$ cat src/rtl/spi_slave_byte_if.sv
// SPI mode-0 responder running entirely on the local clk.
// SCLK, CS_N and MOSI are oversampled through synchronisers. MOSI is deserialised into words.
// MISO is serialised from a single-entry valid/ready holding register.
module spi_slave_byte_if #(
    parameter int                    DATA_WIDTH = 8,
    parameter logic [DATA_WIDTH-1:0] IDLE_FILL  = '0
) (
    input  logic                  clk,
    input  logic                  rst,
    input  logic                  spi_sclk,
    input  logic                  spi_cs_n,
    input  logic                  spi_mosi,
    output logic                  spi_miso,
    output logic                  spi_miso_oe,
    input  logic [DATA_WIDTH-1:0] tx_data,
    input  logic                  tx_valid,
    output logic                  tx_ready,
    output logic [DATA_WIDTH-1:0] rx_data,
    output logic                  rx_valid,
    output logic                  tx_underrun,
    output logic                  busy
);

    localparam int CNT_W = (DATA_WIDTH > 1) ? $clog2(DATA_WIDTH) : 1;
    localparam logic [CNT_W-1:0] LAST_BIT = CNT_W'(DATA_WIDTH - 1);

    typedef enum logic [0:0] {
        IDLE   = 1'b0,
        ACTIVE = 1'b1
    } state_t;

    state_t state_reg, state_next;

    // Synchroniser chains: bit 0 is the first flop, bit 1 the usable value, bit 2 the edge reference.
    logic [2:0] sclk_sync_reg;
    logic [2:0] cs_sync_reg;
    logic [1:0] mosi_sync_reg;

    logic [DATA_WIDTH-1:0] tx_sr_reg;
    logic [DATA_WIDTH-1:0] rx_sr_reg;
    logic [DATA_WIDTH-1:0] hold_reg;
    logic                  hold_full_reg;
    logic [CNT_W-1:0]      bit_cnt_reg;
    logic                  word_done_reg;
    logic                  miso_reg;
    logic                  miso_oe_reg;
    logic [DATA_WIDTH-1:0] rx_data_reg;
    logic                  rx_valid_reg;
    logic                  tx_underrun_reg;

    logic sclk_rise, sclk_fall, cs_fall, cs_rise;
    logic start_frame, end_frame, load_tx, shift_tx, capture;
    logic                  tx_accept;
    logic [DATA_WIDTH-1:0] load_word;
    logic [DATA_WIDTH-1:0] rx_word;

    assign sclk_rise = sclk_sync_reg[1] & ~sclk_sync_reg[2];
    assign sclk_fall = ~sclk_sync_reg[1] & sclk_sync_reg[2];
    assign cs_fall   = ~cs_sync_reg[1] & cs_sync_reg[2];
    assign cs_rise   = cs_sync_reg[1] & ~cs_sync_reg[2];

    assign tx_accept = tx_valid & ~hold_full_reg;
    // An empty holding register at a word boundary sends the idle fill pattern.
    assign load_word = hold_full_reg ? hold_reg : IDLE_FILL;
    assign rx_word   = {rx_sr_reg[DATA_WIDTH-2:0], mosi_sync_reg[1]};

    assign spi_miso    = miso_reg;
    assign spi_miso_oe = miso_oe_reg;
    assign tx_ready    = ~hold_full_reg;
    assign rx_data     = rx_data_reg;
    assign rx_valid    = rx_valid_reg;
    assign tx_underrun = tx_underrun_reg;
    assign busy        = ~cs_sync_reg[1];

    // Oversample the asynchronous SPI pins.
    always_ff @(posedge clk or posedge rst) begin
        if (rst) begin
            sclk_sync_reg <= 3'b000;
            cs_sync_reg   <= 3'b111;
            mosi_sync_reg <= 2'b00;
        end else begin
            sclk_sync_reg <= {sclk_sync_reg[1:0], spi_sclk};
            cs_sync_reg   <= {cs_sync_reg[1:0], spi_cs_n};
            mosi_sync_reg <= {mosi_sync_reg[0], spi_mosi};
        end
    end

    // Frame state register.
    always_ff @(posedge clk or posedge rst) begin
        if (rst) begin
            state_reg <= IDLE;
        end else begin
            state_reg <= state_next;
        end
    end

    // Next state and per-cycle datapath strobes; a CS rise overrides any SCLK edge in the same cycle.
    always_comb begin
        state_next  = state_reg;
        start_frame = 1'b0;
        end_frame   = 1'b0;
        load_tx     = 1'b0;
        shift_tx    = 1'b0;
        capture     = 1'b0;
        case (state_reg)
            IDLE: begin
                if (cs_fall) begin
                    state_next  = ACTIVE;
                    start_frame = 1'b1;
                    load_tx     = 1'b1;
                end
            end
            ACTIVE: begin
                if (cs_rise) begin
                    state_next = IDLE;
                    end_frame  = 1'b1;
                end else if (!cs_sync_reg[1] && sclk_rise) begin
                    capture = 1'b1;
                end else if (!cs_sync_reg[1] && sclk_fall) begin
                    if (word_done_reg) begin
                        load_tx = 1'b1;
                    end else begin
                        shift_tx = 1'b1;
                    end
                end
            end
            default: state_next = IDLE;
        endcase
    end

    // TX holding register: a reload empties it, and it is refilled only while it is empty.
    always_ff @(posedge clk or posedge rst) begin
        if (rst) begin
            hold_reg      <= '0;
            hold_full_reg <= 1'b0;
        end else if (tx_accept) begin
            hold_reg      <= tx_data;
            hold_full_reg <= 1'b1;
        end else if (load_tx && hold_full_reg) begin
            hold_full_reg <= 1'b0;
        end
    end

    // Shift registers, bit counter and MISO drive.
    always_ff @(posedge clk or posedge rst) begin
        if (rst) begin
            tx_sr_reg       <= '0;
            rx_sr_reg       <= '0;
            bit_cnt_reg     <= '0;
            word_done_reg   <= 1'b0;
            miso_reg        <= 1'b0;
            miso_oe_reg     <= 1'b0;
            rx_data_reg     <= '0;
            rx_valid_reg    <= 1'b0;
            tx_underrun_reg <= 1'b0;
        end else begin
            rx_valid_reg    <= 1'b0;
            tx_underrun_reg <= 1'b0;
            if (end_frame) begin
                // Partial receive words and any word already in tx_sr are dropped.
                bit_cnt_reg   <= '0;
                word_done_reg <= 1'b0;
                miso_reg      <= 1'b0;
                miso_oe_reg   <= 1'b0;
            end else begin
                if (start_frame) begin
                    bit_cnt_reg <= '0;
                    miso_oe_reg <= 1'b1;
                end
                if (load_tx) begin
                    tx_sr_reg       <= load_word;
                    miso_reg        <= load_word[DATA_WIDTH-1];
                    word_done_reg   <= 1'b0;
                    tx_underrun_reg <= ~hold_full_reg;
                end
                if (shift_tx) begin
                    tx_sr_reg <= {tx_sr_reg[DATA_WIDTH-2:0], 1'b0};
                    miso_reg  <= tx_sr_reg[DATA_WIDTH-2];
                end
                if (capture) begin
                    rx_sr_reg <= rx_word;
                    if (bit_cnt_reg == LAST_BIT) begin
                        rx_data_reg   <= rx_word;
                        rx_valid_reg  <= 1'b1;
                        bit_cnt_reg   <= '0;
                        word_done_reg <= 1'b1;
                    end else begin
                        bit_cnt_reg <= bit_cnt_reg + 1'b1;
                    end
                end
            end
        end
    end

endmodule

$ cat config.mk
export PLATFORM = sky130hd
export DESIGN_NAME = spi_slave_byte_if
export DESIGN_NICKNAME = d
export VERILOG_FILES = /design/src/rtl/spi_slave_byte_if.sv
export SDC_FILE = /design/constraint.sdc
export NUM_CORES = 1
export LEC_CHECK = 0
export ABC_AREA = 1
export CORE_MARGIN = 2
export CORE_UTILIZATION = 40
export DETAILED_ROUTE_END_ITERATION = 16
export PLACE_DENSITY = 0.7
export SLEW_MARGIN = 20
export SYNTH_ARGS = -nofsm -noshare
export SYNTH_HDL_FRONTEND = slang
export SYNTH_SLANG_ARGS = --single-unit
$ cat constraint.sdc
create_clock -name clk -period 2.1 [get_ports clk]
set_input_delay 0.42 -clock clk [delete_from_list [all_inputs] [get_ports clk]]
set_output_delay 0.42 -clock clk [all_outputs]
set_load 0.05 [all_outputs]
==> run_results.csv, run 1 <==
group,metric,value,unit
min_path,whs_path_depth,0,
min_path,hold_end,"mosi_sync_reg[1]$_DFF_PP0_",
timing,slew_viol_final,0,
power_and_ir_drop,vdd_drop_max,596.0,uV
synth,ys_warn_count,0,
synth,yosysMostFrequentCell,"nand2_1",
synth,synth_area_leaders,"dfrtp_1, nand2_1, inv_1, mux2_2, dfstp_2",
cts,clock-sinks,48,
timing,fmax,0.5276,GHz
placement,port_buffers,27,
global_routing,antenna_found_initial,0,
synth,syn_area,2003,um^2
synth,ys_seq_area_frac,0.6015,
die,die_area,5590,um^2
detailed_routing,vias_per_cell,4.551,
timing,fin_crit_sh,0.9025,
synth,syn-num-nets,218,
cts,clkTransAtPathRegs,0.09,ns
detailed_routing,first_iter_violations,68,
synth,synth_seq_cells,48,
setup_path,r2r_setup_slack,0.56,ns
synth,yosysTopAreaCell,"dfrtp_1",
detailed_routing,ant_nets,0,
die,die_w,74.77,um
cts,cts_tree,"done",
timing,skew,0.007429,ns
synth,synthFlopType,"dfrtp_1",
cts,cts_buffers,5,
timing,rsz0062_at_grt,"no",
cts,cts_buffer_depth,2,
setup_path,cp.buffers_inverters,1,
final_layout,drive_gt1_frac,0.1709,
setup_path,slowest_stage,"clkdlybuf4s50_1",
global_routing,overflow,0,
setup_path,crit_fanout,2,
die,die_h,74.77,um
run_status,outcome,"complete, no violations",
detailed_routing,detail_route.wl_per_cell,11.36,um
min_path,hold_path_class,"reg -> reg",
global_routing,grt_first_pass_wirelength,6.106,mm
die,core-area,4786,um^2
setup_path,end_kind,"output pin",
synth,netlist_top_cells_count,"nand2_1, dfrtp_1, inv_1",
setup_path,required,1.68,ns
min_path,min_from,"mosi_sync_reg[0]$_DFF_PP0_",
cts,htree_levels,2,
synth,synth.distinct_cells,22,
die,ios,28,
die,initial_core_util,0.4186,
setup_path,r2r_cells,7,
synth,async_flop_share,1.000,
timing,max-slew-margin-rel,0.6670,
setup_path,arrival,1.48,ns
setup_path,cp-start-kind,"register",
placement,hpwl,2.369,mm
final_layout,area_delta_synth_final,21.49,%
timing,worst_slew_pin_slew,0.4979,ns
power_and_ir_drop,power_density,986.2,nW/um^2
timing,hold_viol_final,0,
detailed_routing,dr_total_vias,1370,
global_routing,grt_pass1_vias,1273,
cts,clock-root-buffer,"clkbuf_8",
setup_path,slowest_delay,0.81,ns
final_layout,nets,249,
setup_path,timing.rr.start,"sclk_sync_reg[2]$_DFF_PP0_",
cts,clock_latency,0.30,ns
timing,fin_ws,0.2047,ns
timing,setup_viol,0,
timing,setup_tns,0,ns
placement,pre_cts_slack,0.3640,ns
synth,netlist_instances,202,
placement,gp_congestion,0.7724,
global_routing,track_usage,0.1469,
die,row_count,25,
synth,synth_edf_count,0,
detailed_routing,drc,0,
setup_path,cp_cell_sequence,"clkdlybuf4s50_1",
power_and_ir_drop,leakagePower,1.204,nW
detailed_routing,wirelength,3.420,mm
setup_path,path_delay_family,"buffers and inverters",
timing,period_needed,1.895,ns
global_routing,grt_max_degree,31,
synth,yosysTopAreaCellShare,0.5621,
setup_path,reg2reg_to,"tx_sr_reg[6]$_DFFE_PP0P_",
run,maxCapViolCount,0,
detailed_routing,firstDrtPassIters,4,
final_layout,diodes,0,
setup_path,critPathKind,"reg -> out",
synth,avgSynthCellArea,9.917,um^2
==> area by class of cell <==
class                      instances  area, um^2
inverter                          27       101.3
clock inverter                     3       18.77
timing repair buffer              28       290.3
multi-input combinational        123       665.6
sequential                        48        1205
clock buffer                       5       68.82
fill                             453        2352
tap                               67       83.83
==> per-stage QoR <==
step / util / hold slack, ns / cell area (um^2) / instances / total power, mW
CTS: 0.5080 / 0.3607 / 2431 / 301 / 2.423
global placement: 0.4897 / 0.3355 / 2344 / 293 / 1.856
global route: 0.5085 / 0.3630 / 2434 / 301 / 2.566
detailed placement: 0.4897 / 0.3397 / 2344 / 293 / 1.881
finish: 0.5085 / 0.3583 / 2434 / 301 / 2.400
floorplan: - / 0.3312 / 2003 / 202 / 1.712
==> routing by layer <==
metal,vias up,track usage,wire length [um]
li1,694,-,-
met1,643,0.2170,1730
met2,26,0.2055,1500
met3,7,0.03614,117
met4,0,0.06548,72
met5,-,0,0
==> how the worst max path moves through the flow <==
| stage | cells after the start | slack (ns) | endpoint | from |
|---|---|---|---|---|
| after floorplan | 1 | 0.54 | bit_cnt_reg[0]$_DFFE_PP0P_ | rst |
| after global placement | 2 | 0.38 | busy | cs_sync_reg[1]$_DFF_PP1_ |
| after detailed placement | 2 | 0.36 | busy | cs_sync_reg[1]$_DFF_PP1_ |
| after CTS | 2 | 0.03 | busy | cs_sync_reg[1]$_DFF_PP1_ |
| after global routing | 1 | 0.16 | rx_data[7] | rx_data[7]$_DFFE_PP0P_ |
| final | 1 | 0.20 | rx_data[2] | rx_data[2]$_DFFE_PP0P_ |
==> cells in the final DEF, fill, tap and decap left out, types with 3 or more instances in the layout <==
cell,instances
mux2_2,8
clkbuf_8,5
nand3_1,15
dfrtp_1,45
clkdlybuf4s50_1,25
nand3_2,3
o21ai_1,4
o21ai_0,8
dfstp_2,3
nor2_1,7
inv_2,3
inv_1,23
nand2_1,62
nand2_2,3
o21ai_2,7
==> timing repair <==
| action | 4_1_cts | 5_1_grt |
|---|---|---|
| resized for setup | 0 | 1 |
| buffers inserted | 0 | 0 |
| endpoints found under the setup margin | 0 | 1 |
| hold buffers | 0 | 0 |
| endpoints found under the hold margin | 0 | 0 |
==> report_power, final <==
part,total [mW],internal (mW),switching [mW]
logic,0.590,0.252,0.337
clock network,0.540,0.232,0.307
registers,1.27,1.14,0.132
==> cells by family after synthesis <==
group | count (synthesis) | share of synthesized area
adders and majority gates | 2 | 0.01249
DFF | 48 | 0.6015
and+or+nand+nor | 94 | 0.2142
AOI/OAI and AO/OA | 19 | 0.06059
muxes | 8 | 0.04497
buffers and inverters | 31 | 0.06621
(Power assumes the default switching activity.)
==> inputs of run 2 (changes only) <==
--- a/config.mk
+++ b/config.mk
@@ -7,9 +7,10 @@
 export LEC_CHECK = 0
 export ABC_AREA = 1
 export CORE_MARGIN = 2
-export CORE_UTILIZATION = 40
+export CORE_UTILIZATION = 57
 export DETAILED_ROUTE_END_ITERATION = 16
-export PLACE_DENSITY = 0.7
+export PLACE_DENSITY = 0.92
+export REMOVE_ABC_BUFFERS = 1
 export SLEW_MARGIN = 20
 export SYNTH_ARGS = -nofsm -noshare
 export SYNTH_HDL_FRONTEND = slang
==> run_results.csv, run 2 (same netlist as run 1, synthesis figures left out) <==
group,metric,value,unit
run_status,outcome,"complete, no violations",
die,initial_core_util,0.5956,
global_routing,track_usage,0.1940,
detailed_routing,first_iter_violations,94,
final_layout,nets,249,
final_layout,final_util,0.7154,
final_layout,area_delta_synth_final,20.11,%
final_layout,layout_commonest_cell,"nand2_1",
power_and_ir_drop,power_density,1015,nW/um^2
setup_path,cp.buffers_inverters,1,
power_and_ir_drop,leakagePower,1.197,nW
timing,slew_viol_final,0,
setup_path,arrival,1.57,ns
die,core-area,3363,um^2
cts,cts_buffers,5,
power_and_ir_drop,internal_power,1.674,mW
final_layout,diodes,0,
global_routing,grt_first_pass_wirelength,5.940,mm
power_and_ir_drop,vdd_drop_max,722.1,uV
timing,setup_tns,0,ns
detailed_routing,ant_nets,0,
cts,clock_latency,0.37,ns
placement,port_buffers,27,
global_routing,grt_max_degree,30,
setup_path,critPathKind,"reg -> out",
die,die_w,63.28,um
cts,cts_buffer_depth,2,
setup_path,end_kind,"output pin",
setup_path,cp_cell_sequence,"clkdlybuf4s50_1",
die,die_area,4004,um^2
cts,htree_levels,2,
timing,worst_slew_pin_slew,0.5046,ns
global_routing,overflow,0,
power_and_ir_drop,p_sw,0.7671,mW
timing,rsz0062_at_grt,"no",
setup_path,required,1.68,ns
cts,cts_tree,"done",
timing,fmax,0.5035,GHz
cts,clock-sinks,48,
setup_path,slowest_stage,"clkdlybuf4s50_1",
timing,fin_crit_sh,0.9458,
detailed_routing,vias_per_cell,4.996,
setup_path,slowest_delay,0.81,ns
die,ios,28,
power_and_ir_drop,comb_power_share,0.244,
setup_path,cp-start-kind,"register",
detailed_routing,dr_total_vias,1399,
power_and_ir_drop,seqPwrFrac,0.521,
cts,clock-root-buffer,"clkbuf_4",
timing,setup_viol,0,
timing,max-slew-margin-rel,0.6626,
power_and_ir_drop,p_sw_frac,0.3142,
die,die_h,63.28,um
detailed_routing,firstDrtPassIters,5,
global_routing,grt_pass1_vias,1332,
global_routing,antenna_found_initial,0,
final_layout,drive_gt1_frac,0.1709,
final_layout,final_cell_mix,"nand2_1, dfrtp_1, clkdlybuf4s50_1",
detailed_routing,drc,0,
power_and_ir_drop,power_frac_clock,0.236,
timing,period_needed,1.986,ns
cts,clkTransAtPathRegs,0.13,ns
detailed_routing,detail_route.wl_per_cell,11.91,um
placement,gp_congestion,0.8442,
timing,hold_viol_final,0,
placement,hpwl,2.397,mm
setup_path,path_delay_family,"buffers and inverters",
cts,post_cts_buffers,0,
run,maxCapViolCount,0,
detailed_routing,wirelength,3.334,mm
min_path,hold_path_class,"in -> async",
setup_path,crit_fanout,2,
timing,skew,0.007015,ns
final_layout,fillCellCount,260,
die,row_count,21,
## run 2: power by group through the flow
stage	clock (mW)	sequential, mW	combinational [mW]
after CTS	0.581	1.27	0.601
after global placement	0	1.27	0.570
final	0.575	1.27	0.595
after global routing	0.628	1.30	0.669
after detailed placement	0	1.28	0.592
after floorplan	0	1.30	0.399
## run 2: worst paths after layout
path / cells after the start / to / start / slack (ns)
max: 1 / rx_data[0] / rx_data[0]$_DFFE_PP0P_ / 0.11
min: 2 / rx_sr_reg[4]$_DFFE_PP0P_ / rst / 0.35
max reg2reg: 7 / tx_sr_reg[3]$_DFFE_PP0P_ / sclk_sync_reg[2]$_DFF_PP0_ / 0.57
min reg2reg: 0 / sclk_sync_reg[1]$_DFF_PP0_ / sclk_sync_reg[0]$_DFF_PP0_ / 0.36
max in group asynchronous: 3 / cs_sync_reg[2]$_DFF_PP1_ / rst / 1.19
min in group clk: 0 / sclk_sync_reg[1]$_DFF_PP0_ / sclk_sync_reg[0]$_DFF_PP0_ / 0.36
## run 2: metal layers
layer  routed length [um]  global-route usage
met5                    0                   0
met4                   53             0.07880
met3                  188             0.05536
met2                 1614              0.2939
met1                 1478              0.2663
## run 2: layout make-up
type                       count  area [um^2]  area share
clock buffer                   6        51.30     0.02132
clock inverter                 2        38.79     0.01612
inverter                      27        101.3     0.04212
multi-input combinational    123        665.6      0.2767
sequential                    48         1205      0.5008
tap                           46        57.56     0.02392
timing repair buffer          28        286.5      0.1191
## run 2: stage by stage
| step | hold WS [ns] | total power [mW] | area [um^2] | setup slack (ns) | cells |
|---|---|---|---|---|---|
| 3_5_place_dp | 0.3363 | 1.877 | 2317 | 0.3512 | 272 |
| 5_1_grt | 0.3698 | 2.595 | 2406 | 0.04700 | 280 |
| 3_3_place_gp | 0.3323 | 1.843 | 2317 | 0.3814 | 272 |
| 6_report | 0.3471 | 2.441 | 2406 | 0.1137 | 280 |
| 2_1_floorplan | 0.3312 | 1.702 | 1972 | 0.5405 | 198 |
| 4_1_cts | 0.3636 | 2.452 | 2406 | 0.1043 | 280 |
## run 2: timing repair
action                                 4_1_cts  5_1_grt
setup endpoints to repair                    1        0
resized for setup                            1        0
endpoints found under the hold margin        0        0
hold buffers                                 0        0
==> inputs of run 3 (changes only) <==
--- a/config.mk
+++ b/config.mk
@@ -5,12 +5,13 @@
 export SDC_FILE = /design/constraint.sdc
 export NUM_CORES = 1
 export LEC_CHECK = 0
-export ABC_AREA = 1
+export ABC_AREA = 0
 export CORE_MARGIN = 2
-export CORE_UTILIZATION = 57
+export CORE_UTILIZATION = 56
 export DETAILED_ROUTE_END_ITERATION = 16
-export PLACE_DENSITY = 0.92
+export PLACE_DENSITY = 0.91
 export REMOVE_ABC_BUFFERS = 1
+export SETUP_SLACK_MARGIN = 0.3
 export SLEW_MARGIN = 20
 export SYNTH_ARGS = -nofsm -noshare
 export SYNTH_HDL_FRONTEND = slang
==> run_results.csv, run 3 <==
group,metric,value,unit
die,initial_core_util,0.5745,
cts,cts_buffer_depth,2,
cts,clock-sinks,48,
placement,hpwl,2.390,mm
setup_path,end_kind,"register",
power_and_ir_drop,vdd_drop_max,435.8,uV
setup_path,required,2.35,ns
synth,syn_area,1887,um^2
setup_path,cp-start-kind,"register",
power_and_ir_drop,seqPwrFrac,0.607,
timing,hold_viol_final,0,
power_and_ir_drop,p_sw_frac,0.2758,
die,core-area,3284,um^2
cts,clock_latency,0.35,ns
global_routing,antenna_found_initial,0,
detailed_routing,wirelength,3.287,mm
timing,period_needed,1.744,ns
placement,gp_congestion,0.8360,
placement,dp_cells,215,
synth,yosysTopAreaCell,"dfrtp_1",
timing,slew_viol_final,0,
timing,max-slew-margin-rel,0.6593,
final_layout,fin_cells,223,
cts,cts_buffers,5,
timing,fmax,0.5735,GHz
timing,setup_viol,0,
final_layout,nets,192,
final_layout,final_cell_mix,"dfrtp_1, mux2_2, clkdlybuf4s50_1",
synth,ys_seq_area_frac,0.6386,
setup_path,arrival,2.00,ns
setup_path,crit_fanout,10,
cts,holdBufCountCts,0,
detailed_routing,first_iter_violations,45,
synth,synth_seq_cells,48,
power_and_ir_drop,p_sw,0.5522,mW
die,row_count,21,
global_routing,grt_max_degree,30,
power_and_ir_drop,power_frac_clock,0.216,
cts,cts_tree,"done",
detailed_routing,vias_per_cell,5.350,
setup_path,crit_start,"cs_sync_reg[1]$_DFF_PP1_",
die,ios,28,
synth,synth_area_leaders,"dfrtp_1, mux2_2, dfstp_2, nor2_1, a31oi_1",
synth,yosysMostFrequentCell,"dfrtp_1",
detailed_routing,detail_route.wl_per_cell,14.74,um
synth,synth_edf_count,0,
die,die_w,62.05,um
cts,clkTransAtPathRegs,0.12,ns
setup_path,timing.rr.start,"cs_sync_reg[1]$_DFF_PP1_",
placement,port_buffers,27,
synth,avgSynthCellArea,13.10,um^2
synth,ys_warn_count,0,
cts,clock-root-buffer,"clkbuf_4",
detailed_routing,firstDrtPassIters,4,
synth,yosysTopAreaCellShare,0.5968,
power_and_ir_drop,power_density,879.6,nW/um^2
synth,netlist_top_cells_count,"dfrtp_1, mux2_2, nor2_1",
synth,async_flop_share,1.000,
final_layout,diodes,0,
power_and_ir_drop,total_power,2.002,mW
timing,fin_crit_sh,0.8303,
final_layout,layout_commonest_cell,"dfrtp_1",
die,die_h,62.05,um
timing,setup_tns,0,ns
synth,netlist_instances,144,
global_routing,overflow,0,
global_routing,grt_pass1_vias,1231,
cts,htree_levels,2,
synth,synth.distinct_cells,29,
power_and_ir_drop,leakagePower,1.102,nW
run_status,outcome,"complete, no violations",
global_routing,grt_first_pass_wirelength,5.409,mm
min_path,hold_path_class,"in -> async",
global_routing,track_usage,0.2000,
detailed_routing,ant_nets,0,
synth,synthFlopType,"dfrtp_1",
setup_path,critPathKind,"reg -> reg",
timing,skew,0.003797,ns
run,maxCapViolCount,0,
detailed_routing,drc,0,
timing,worst_slew_pin_slew,0.5132,ns
power_and_ir_drop,internal_power,1.450,mW
power_and_ir_drop,comb_power_share,0.177,
die,die_area,3850,um^2
final_layout,area_delta_synth_final,20.62,%
detailed_routing,dr_total_vias,1193,
timing,rsz0062_at_grt,"no",
final_layout,drive_gt1_frac,0.2599,
==> run 3: cell count changes after synthesis, sizes merged, moves of 2 or more <==
cell / change
nand3: -12
a21oi: +2
a221o: +3
and3: +2
a22o: +4
nand2: -56
a31oi: +6
nor2: +3
mux2: +15
nand2b: +3
o21ai: -16
clkbuf: +3
inv: -20
==> run 3: logic make-up (layout without fill, tap and decap cells) <==
logic type                 count (synthesis)  count (layout)  synth area share
and+or+nand+nor                           40              40            0.1101
AOI/OAI and AO/OA                         19              19           0.07162
buffers and inverters                     12              45           0.02917
DFF                                       48              48            0.6386
adders and majority gates                  2               2           0.01326
muxes                                     23              23            0.1373
==> run 3: what timing repair did <==
| item | 4_1_cts | 5_1_grt |
|---|---|---|
| buffers inserted | 0 | 0 |
| endpoints found under the hold margin | 0 | 0 |
| pin swaps | 0 | 0 |
| endpoints found under the setup margin | 23 | 8 |
| gates resized for setup | 19 | 2 |
==> run 3: per-layer routing <==
layer	routed length, um	track usage
met3	160	0.04969
met2	1645	0.3021
met5	0	0
met1	1397	0.2594
met4	84	0.1246
==> run 3: path summary, 6_finish.rpt <==
kind	endpoint	slack [ns]	cells after the start
worst max-delay path	spi_miso$_DFFE_PP0P_	0.36	4
worst min-delay path	mosi_sync_reg[0]$_DFF_PP0_	0.37	2
worst max register to register	spi_miso$_DFFE_PP0P_	0.36	4
worst min register to register	cs_sync_reg[1]$_DFF_PP1_	0.37	0
max in group asynchronous	cs_sync_reg[2]$_DFF_PP1_	1.16	3
min in group clk	cs_sync_reg[1]$_DFF_PP1_	0.37	0
==> run 3: through the flow <==
stage               setup WS (ns)    util  instance area, um^2  hold WS, ns
finish                     0.3564  0.6930                 2276       0.3659
global route               0.3071  0.6930                 2276       0.3644
CTS                        0.3394  0.6907                 2268       0.3666
detailed placement       -0.05834  0.6766                 2222       0.3433
global placement           0.1335  0.6766                 2222       0.3349
floorplan                  0.3101       -                 1854       0.3312
==> run 3: area by class of cell <==
class / count / area, um^2
inverters: 6 / 22.52
fillers: 244 / 1008
clock buffers: 8 / 58.81
repair buffers: 31 / 290.3
well taps: 46 / 57.56
multi-input cells: 84 / 641.9
flip-flops and latches: 48 / 1205
==> run 3: worst max-delay path, cell delays in order (launching register included) <==
cell and delay (ns):
dfstp_2 0.64, and2b_1 0.22, a221o_1 0.32, and3_2 0.21, a221o_1 0.25
==> run 3: power groups by stage <==
stage	combinational [mW]	sequential [mW]	clock [mW]
floorplan	0.235	1.22	0
CTS	0.357	1.21	0.447
detailed placement	0.363	1.23	0
global placement	0.343	1.22	0
finish	0.354	1.22	0.432
global route	0.393	1.24	0.485
